==> config.mk <==
export PLATFORM = sky130hd
export DESIGN_NAME = frame_update_scheduler
export DESIGN_NICKNAME = d
export VERILOG_FILES = /design/src/rtl/frame_update_scheduler.sv
export SDC_FILE = /design/constraint.sdc
export NUM_CORES = 1
export LEC_CHECK = 0
export CAP_MARGIN = 20
export CORE_MARGIN = 2
export CORE_UTILIZATION = 40
export CTS_BUF_LIST = sky130_fd_sc_hd__clkbuf_2 sky130_fd_sc_hd__clkbuf_4 sky130_fd_sc_hd__clkbuf_8
export DETAILED_ROUTE_END_ITERATION = 8
export MAX_ROUTING_LAYER = met4
export PLACE_DENSITY_LB_ADDON = 0.1
export SYNTH_ARGS = -nofsm -noshare
export SYNTH_HDL_FRONTEND = slang
export SYNTH_SLANG_ARGS = --single-unit
==> constraint.sdc <==
create_clock -name clk -period 2.6 [get_ports clk]
set_clock_uncertainty 0.1 [all_clocks]
set_input_delay 0.78 -clock clk [delete_from_list [all_inputs] [get_ports clk]]
set_output_delay 0.78 -clock clk [all_outputs]
set_load 0.01 [all_outputs]
==> src/rtl/frame_update_scheduler.sv <==
// Per-frame update sequencer: frame event from VGA row 511, per-client dividers, serial req/done slots.
// Optional watchdog on the WAIT state is enabled by defining SCHED_TIMEOUT_EN.
`timescale 1ns/1ps
module frame_update_scheduler #(
    parameter int NUM_CLIENTS = 4,
    parameter int DIV_W       = 4,
    parameter int TIMEOUT     = 1023
) (
    input  logic                         clk,
    input  logic                         rst,
    input  logic [8:0]                   row_addr,
    input  logic                         pause,
    input  logic                         clr_flags,
    input  logic [NUM_CLIENTS*DIV_W-1:0] div_cfg,
    input  logic [NUM_CLIENTS-1:0]       upd_done,
    output logic [NUM_CLIENTS-1:0]       upd_req,
    output logic                         frame_tick,
    output logic                         busy,
    output logic                         overrun,
    output logic                         err_timeout
);
    localparam int IDX_W = (NUM_CLIENTS > 1) ? $clog2(NUM_CLIENTS) : 1;
    localparam logic [IDX_W-1:0] LAST_IDX = IDX_W'(NUM_CLIENTS - 1);

    typedef enum logic [1:0] {IDLE, SCAN, WAIT} state_t;

    state_t                             state, state_n;
    logic [IDX_W-1:0]                   idx, idx_n;
    logic [NUM_CLIENTS-1:0]             due, due_n, due_calc;
    logic [NUM_CLIENTS-1:0]             req_n;
    logic [NUM_CLIENTS-1:0][DIV_W-1:0]  cnt, cnt_n, cnt_adv;
    logic [8:0]                         prev_row;
    logic                               frame_evt, accept, advance;
    logic                               pending, pending_n, overrun_n;

    assign frame_evt = (row_addr == 9'd511) && (prev_row != 9'd511);
    assign accept    = frame_evt && !pause;
    assign busy      = (state != IDLE);

    // >= rather than == lets a divisor lowered mid-run fire once and resync
    for (genvar i = 0; i < NUM_CLIENTS; i++) begin : g_div
        logic [DIV_W-1:0] d;
        assign d           = div_cfg[i*DIV_W +: DIV_W];
        assign due_calc[i] = (d != '0) && (cnt[i] >= d - DIV_W'(1));
        assign cnt_adv[i]  = ((d == '0) || due_calc[i]) ? '0 : cnt[i] + DIV_W'(1);
    end

`ifdef SCHED_TIMEOUT_EN
    localparam int WCNT_W = (TIMEOUT > 1) ? $clog2(TIMEOUT + 1) : 1;
    logic [WCNT_W-1:0] wcnt, wcnt_n;
    logic              expire, timeout_n;
    assign expire = (wcnt == WCNT_W'(TIMEOUT - 1));
`else
    logic unused_timeout;
    assign unused_timeout = (TIMEOUT != 0);
    assign err_timeout    = 1'b0;
`endif

    always_comb begin
        state_n   = state;
        idx_n     = idx;
        due_n     = due;
        cnt_n     = cnt;
        req_n     = upd_req;
        pending_n = pending;
        advance   = 1'b0;
        overrun_n = clr_flags ? 1'b0 : overrun;
`ifdef SCHED_TIMEOUT_EN
        wcnt_n    = wcnt;
        timeout_n = clr_flags ? 1'b0 : err_timeout;
`endif
        unique case (state)
            IDLE: begin
                if (pending || accept) begin
                    due_n     = due_calc;
                    cnt_n     = cnt_adv;
                    idx_n     = '0;
                    state_n   = SCAN;
                    // a raw event on the edge that consumes the deferred frame becomes the new pending one
                    pending_n = pending && accept;
                end
            end
            SCAN: begin
                if (due[idx]) begin
                    req_n      = '0;
                    req_n[idx] = 1'b1;
                    state_n    = WAIT;
`ifdef SCHED_TIMEOUT_EN
                    wcnt_n     = '0;
`endif
                end else begin
                    advance = 1'b1;
                end
            end
            WAIT: begin
                if (upd_done[idx]) begin
                    req_n   = '0;
                    advance = 1'b1;
`ifdef SCHED_TIMEOUT_EN
                end else if (expire) begin
                    req_n     = '0;
                    timeout_n = 1'b1;
                    advance   = 1'b1;
                end else begin
                    wcnt_n = wcnt + WCNT_W'(1);
`endif
                end
            end
            default: state_n = IDLE;
        endcase

        if (advance) begin
            if (idx == LAST_IDX) begin
                state_n = IDLE;
                idx_n   = '0;
            end else begin
                state_n = SCAN;
                idx_n   = idx + IDX_W'(1);
            end
        end

        if ((state != IDLE) && accept) begin
            if (pending) overrun_n = 1'b1;
            else         pending_n = 1'b1;
        end
    end

    always_ff @(posedge clk) begin
        if (rst) begin
            state      <= IDLE;
            idx        <= '0;
            due        <= '0;
            cnt        <= '0;
            upd_req    <= '0;
            pending    <= 1'b0;
            overrun    <= 1'b0;
            frame_tick <= 1'b0;
            prev_row   <= 9'd511;
`ifdef SCHED_TIMEOUT_EN
            wcnt        <= '0;
            err_timeout <= 1'b0;
`endif
        end else begin
            state      <= state_n;
            idx        <= idx_n;
            due        <= due_n;
            cnt        <= cnt_n;
            upd_req    <= req_n;
            pending    <= pending_n;
            overrun    <= overrun_n;
            frame_tick <= frame_evt;
            prev_row   <= row_addr;
`ifdef SCHED_TIMEOUT_EN
            wcnt        <= wcnt_n;
            err_timeout <= timeout_n;
`endif
        end
    end
endmodule
# Word level (Yosys, flattened, before mapping)
# Cells that the tools add are included.
dict set report totals {
  mem_bits_rw 0
  rom_bits 0
  output_inout_bits 8
  reg_bits 40
  word_cells 101
  n_memories 0
  in_bits 33
  latchBits 0
}
dict set report op_classes {
  muxes 32
  shifts 0
  add_sub_neg 9
  magnitude_cmp 6
  div 0
  eq_ne 10
  mul 0
  reduce_logical 32
  bitwise_logic 0
}
# op n
set ops {}
lappend ops {{2-to-1 mux 4 bit} 6}
lappend ops {{adder 4 x 1 -> 4 bit (second input constant)} 4}
lappend ops {{>= comparator 4 bit} 4}
lappend ops {{zero test 4 bit} 4}
lappend ops {{nonzero test 4 bit} 4}
lappend ops {{subtractor 4 x 1 -> 4 bit (second input constant)} 4}
lappend ops {{2-to-1 mux 2 bit} 7}
lappend ops {{2-to-1 mux 1 bit} 13}
lappend ops {{equality test 9 bit (second input constant)} 1}
lappend ops {{logical AND 1 bit} 9}
lappend ops {{!= test 9 bit (second input constant)} 1}
lappend ops {{one-hot mux 4 bit (2 select lines)} 1}
lappend ops {{nonzero test 2 bit} 4}
lappend ops {{!= test 2 bit (second input constant)} 3}
lappend ops {{!= test 3 bit (second input constant)} 2}
lappend ops {{one-hot mux 2 bit (3 select lines)} 1}
lappend ops {{AND reduction 3 bit} 2}
lappend ops {{logical OR 1 bit} 5}
lappend ops {{binary-select mux 1 bit (select 2 bit)} 2}
lappend ops {{equality test 2 bit (second input constant)} 2}
lappend ops {{AND reduction 2 bit} 2}
lappend ops {{less-than comparator 2 x 3 -> 1 bit (second input constant)} 1}
lappend ops {{adder 2 x 1 -> 2 bit (second input constant)} 1}
lappend ops {{demux 1 bit (select 2 bit)} 1}
lappend ops {{5 further kinds} 5}

# Logic depth before layout (Yosys ltp)
dict set report depth {
  word_depth 8
  ltp_mapped 9
  mapped_depth_nobuf 9
}

# Worst setup path before layout
# OpenSTA, ideal clock, no wires.
dict set report synth_path {
  kind {input-to-reg}
  startpoint {input port div_cfg[4]}
  endpoint {register cnt[6] (netlist name)}
  arrival_time_ps 2330
  path_buffers 0
  setup_ps 92
  stages 7
  required_ps 2408
  setup_slack_ps 78
  cell_sequence {inv_1 ha_1 ha_1 a2111oi_0 o21a_1 a21oi_1 o32ai_1}
}
dict set report synth_between {
  elab_chain_len 5
  elab_cells_between_ends 7
  classes_between {1 x add/sub; 1 x order compare; 1 x mux; 4 x reduce/logical}
}
# element line_no
set synth_rtl {}
lappend synth_rtl {{from (decl)} 14} ;# input logic [NUM_CLIENTS*DIV_W-1:0] div_cfg,
lappend synth_rtl {{subtractor 4 x 1 -> 4 bit} 44} ;# assign due_calc[i] = (d != '0) && (cnt[i] >= d - DIV_W'(1));
lappend synth_rtl {{>= comparator 4 bit} 44}
lappend synth_rtl {{logical AND 1 bit} 44}
lappend synth_rtl {{logical OR 1 bit *} 45} ;# assign cnt_adv[i] = ((d == '0) || due_calc[i]) ? '0 : cnt[i] + DIV_W'(1);
lappend synth_rtl {{2-to-1 mux 4 bit *} 45}
lappend synth_rtl {{to (signal assigned)} 147} ;# cnt <= cnt_n;
lappend synth_rtl {{to (decl)} 31} ;# logic [NUM_CLIENTS-1:0][DIV_W-1:0] cnt, cnt_n, cnt_adv;
# Mark *: on every way between the ends. The rest lies on a longest branch, timed or not.
# A chain may end at the register's enable or synchronous reset.

# Worst setup path in the final report
dict set report layout_path {
  startpoint {input port div_cfg[5]}
  endpoint {register cnt[5] (netlist name)}
}
# The elaborated chain is that of the path after synthesis.

==> results.rst <==
.. list-table::
   :header-rows: 1

   * - Metric
     - Value
   * - CTS tree
     - built
   * - Min cycle time layout
     - 2505 ps
   * - Count of pins over their slew limit
     - 0
   * - Antenna cells
     - 0
   * - Max capacitance violation total
     - 0
   * - Synthesized netlist net count
     - between 300 and 400
   * - Maximum achievable frequency
     - 0.3992 GHz
   * - Final clock period utilization by the worst path
     - 96.35%
   * - Post-DR vias/cell
     - approximately 5.1
   * - Worst IR drop on VDD
     - 0.3435 mV
   * - Register bit count reported by yosys
     - 40
   * - Netlist area before placement
     - 2466 sq um
   * - GR Util All Layers
     - 16.71%
   * - Class of the most critical hold timing path
     - reg2reg
   * - Share of the yosys chip area belonging to registers
     - 32.47%
   * - Final setup vio count
     - 0
   * - Switching power share of the total
     - 20.59%
   * - GRT Residual Overflow
     - 0
   * - CTS sink cnt
     - 40
   * - Pwr Density
     - 455.8 nW/um^2
   * - Number of distinct library cells after synthesis
     - 41
   * - Crit-path max cell delay
     - 290 ps
   * - Leakage power figure
     - 1.318 nW
   * - Initial core utilization
     - 41.41%
   * - Per-cell routed wire length
     - 12.58 um
   * - Async set or reset register ratio after synthesis
     - 0%
   * - Worst Setup Slack, final
     - 94.95 ps
   * - Fin. Hold Viols
     - 0
   * - Worst reg-to-reg path cell count
     - 9
   * - Commonest non-fill, non-tap cell in the layout
     - sky130_fd_sc_hd__dfxtp_1
   * - Arrival time of data at the critical path endpoint
     - around 2600 ps
   * - Fillcell total
     - 593
   * - Global-route wire length before repair
     - 8.590 mm
   * - Post-synthesis to final-layout area growth
     - 37.44%
   * - Antenna Violating Nets Remaining
     - 0
   * - Most frequent cells in the layout
     - 40 x sky130_fd_sc_hd__dfxtp_1, 28 x sky130_fd_sc_hd__ha_1, 27 x sky130_fd_sc_hd__clkdlybuf4s50_1, 26 x sky130_fd_sc_hd__inv_1
   * - Part of the power in registers
     - 40.2%
   * - Classification of the worst setup path
     - in2reg
   * - Clk_lat worst skew
     - between 200 and 300 ps
   * - Minimum hold slack
     - 349.3 ps
   * - Vias
     - around 2200
   * - Total die area
     - 6810 sq um
   * - Buffer type at the clock tree root
     - sky130_fd_sc_hd__clkbuf_8
   * - Most used DFF post-synth
     - sky130_fd_sc_hd__dfxtp_1
   * - Initial antenna violation count
     - 0
   * - DRT Pass-1 Iters
     - 4
   * - Critical-path cell list
     - dlygate4sd2_1, inv_1, ha_1, xnor2_1, ha_1, or2_2, a21oi_2, o21a_1, buf_4, nand3_1, a21oi_1
   * - Final layout net count
     - approximately 420
   * - Die boundary height
     - a little over 80 um
   * - Sw Pwr
     - 318.2 uW
   * - Core box area
     - 5956 sq um
   * - Number of synthesized flops with an enable pin
     - 0
   * - Result of the run
     - complete, no violations
   * - Final routed DRC violation total
     - 0
   * - Worst slack, placed
     - -594.6 ps
   * - Layout cells sized above 1
     - 22.35%
   * - Minimum setup slack among reg-to-reg paths
     - 510 ps
   * - PortBufs
     - 39
   * - Crit start category
     - input port
   * - Hold-critical path endpoint
     - due[2]$_SDFFE_PP0P_
   * - Clock share of power
     - 45.5%
   * - IO Count
     - 41
   * - Source of the worst register-to-register timing path
     - cnt[4]$_SDFFE_PP0P_
   * - Largest net degree at the start of global routing
     - 29
   * - Count of placed standard cells in the final layout, fillers left out
     - approximately 420
   * - Highest net fanout along the worst path
     - 4
   * - Req. time, crit path
     - 2720 ps
   * - Number of buffers between clock root and the deepest sink
     - 2
   * - Power consumption
     - 1.545 mW
   * - CTS Hold Buffers Added
     - 0
   * - Inst Count DP
     - 410
   * - Site Rows
     - 28
   * - Worst path most repeated cell
     - sky130_fd_sc_hd__ha_1
   * - FF-to-FF End
     - cnt[5]$_SDFFE_PP0P_
   * - Setup_tns
     - 0 ps
   * - Cell internal power dissipation
     - 1.227 mW
   * - H-tree Lvls
     - 2
   * - X dimension of the die
     - approximately 83 um
   * - Sort of element at the end of the critical path
     - flop
   * - Total wire length
     - 5.333 mm
   * - Vias in the first global route
     - roughly 2000
   * - Detailed placer's ending HPWL
     - roughly 3.8 mm
   * - Drt first-iter violations
     - 46
   * - Global placer's final weighted congestion
     - 0.7587
   * - Hold_sp
     - due[2]$_SDFFE_PP0P_
   * - Total clock buffers created by CTS
     - 5
   * - Part of the power in combinational logic
     - 14.3%
   * - Clock-pin slew on the worst setup and hold paths
     - 80 ps
   * - Syn Area/Cell
     - 8.593 sq um
   * - WHS Path Cells
     - 2
   * - Number of instances in the synthesized netlist
     - between 200 and 300
   * - Synth warnings
     - 0
   * - Slowest cell on the critical path
     - sky130_fd_sc_hd__or2_2
[critical path: cells and delay by family]
kind                       cells  cell delay, ps
adders and majority gates      2             450
buffers and inverters          3             420
xor gates and xnor gates       1             130
AOI/OAI and AO/OA              3             490
and+or+nand+nor                2             360
[worst max-delay path by stage]
stage	from	endpoint	cells after the start
final	div_cfg[5]	cnt[5]$_SDFFE_PP0P_	11
after global routing	div_cfg[12]	cnt[15]$_SDFFE_PP0P_	10
after CTS	div_cfg[2]	cnt[0]$_SDFFE_PP0P_	10
after detailed placement	div_cfg[12]	cnt[14]$_SDFFE_PP0P_	9
after global placement	div_cfg[12]	cnt[15]$_SDFFE_PP0P_	9
after floorplan	div_cfg[4]	cnt[6]$_SDFFE_PP0P_	7
[state kept, by name, indices dropped and copies added (netlist names)]
name / flops
cnt: 16
idx: 2
due: 4
upd_req: 4
pending: 1
overrun: 1
state: 2
prev_row: 9
frame_tick: 1
[repair_timing]
item                       CTS  global route
setup endpoints to repair   17            16
buffers inserted             5             1
pin swaps                   19            11
resized for setup           29            22
[metrics by stage]
step	area, sq um	utilization, %
2_1_floorplan	2466	-
3_3_place_gp	3047	51.16
3_5_place_dp	3047	51.16
4_1_cts	3291	55.25
5_1_grt	3390	56.91
6_report	3390	56.91
[cells by family (layout without fill, tap and decap cells)]
logic type,Yosys count,count (layout),synth area share (%)
DFF,40,40,32.47
xor gates and xnor gates,8,8,2.841
buffers and inverters,41,103,6.596
other,1,1,0.1521
muxes,2,2,1.979
adders and majority gates,35,35,17.76
and+or+nand+nor,101,101,21.77
AOI/OAI and AO/OA,59,59,16.44
[final cells by class]
type	instances	area, sq um	area share [%]
Clock inverter	3	90.09	2.658
Clock buffer	5	68.82	2.030
Sequential cell	40	800.8	23.62
Tap cell	75	93.84	2.769
Multi-Input combinational cell	206	1652	48.73
Timing Repair Buffer	64	568.0	16.76
Inverter	31	116.4	3.433
[power groups by stage]
stage | sequential (mW) | combinational, mW | clock (mW)
detailed placement | 0.636 | 0.179 | 0
global placement | 0.636 | 0.176 | 0
CTS | 0.622 | 0.202 | 0.718
floorplan | 0.635 | 0.0859 | 0
finish | 0.621 | 0.221 | 0.703
global route | 0.623 | 0.242 | 0.748
[synthesized netlist by cell type, types with 3 or more instances]
| library cell | count | area (sq um) |
|---|---|---|
| sky130_fd_sc_hd__dfxtp_1 | 40 | 800.8 |
| sky130_fd_sc_hd__nand2_1 | 25 | 93.84 |
| sky130_fd_sc_hd__xnor2_1 | 8 | 70.07 |
| sky130_fd_sc_hd__or2_2 | 12 | 75.07 |
| sky130_fd_sc_hd__o21a_1 | 5 | 37.54 |
| sky130_fd_sc_hd__buf_2 | 4 | 20.02 |
| sky130_fd_sc_hd__or3_1 | 11 | 68.82 |
| sky130_fd_sc_hd__inv_1 | 31 | 116.4 |
| sky130_fd_sc_hd__nor3_1 | 6 | 30.03 |
| sky130_fd_sc_hd__nand4b_1 | 3 | 26.28 |
| sky130_fd_sc_hd__a22o_1 | 4 | 35.03 |
| sky130_fd_sc_hd__a2111oi_0 | 3 | 26.28 |
| sky130_fd_sc_hd__nor2_1 | 10 | 37.54 |
| sky130_fd_sc_hd__o32ai_1 | 9 | 78.83 |
| sky130_fd_sc_hd__nand2b_1 | 5 | 31.28 |
| sky130_fd_sc_hd__clkbuf_1 | 5 | 18.77 |
| sky130_fd_sc_hd__ha_1 | 35 | 437.9 |
| sky130_fd_sc_hd__nand3_1 | 18 | 90.09 |
| sky130_fd_sc_hd__a21oi_1 | 27 | 135.1 |
[routing by layer]
metal	wire length [um]	vias to the layer above	global-route usage [%]
li1	-	1133	-
met5	0	-	-
met3	217	7	3.804
met4	81	0	6.230
met1	2440	989	19.42
met2	2593	35	28.15
No activity file was read; power rests on OpenSTA's default activity.
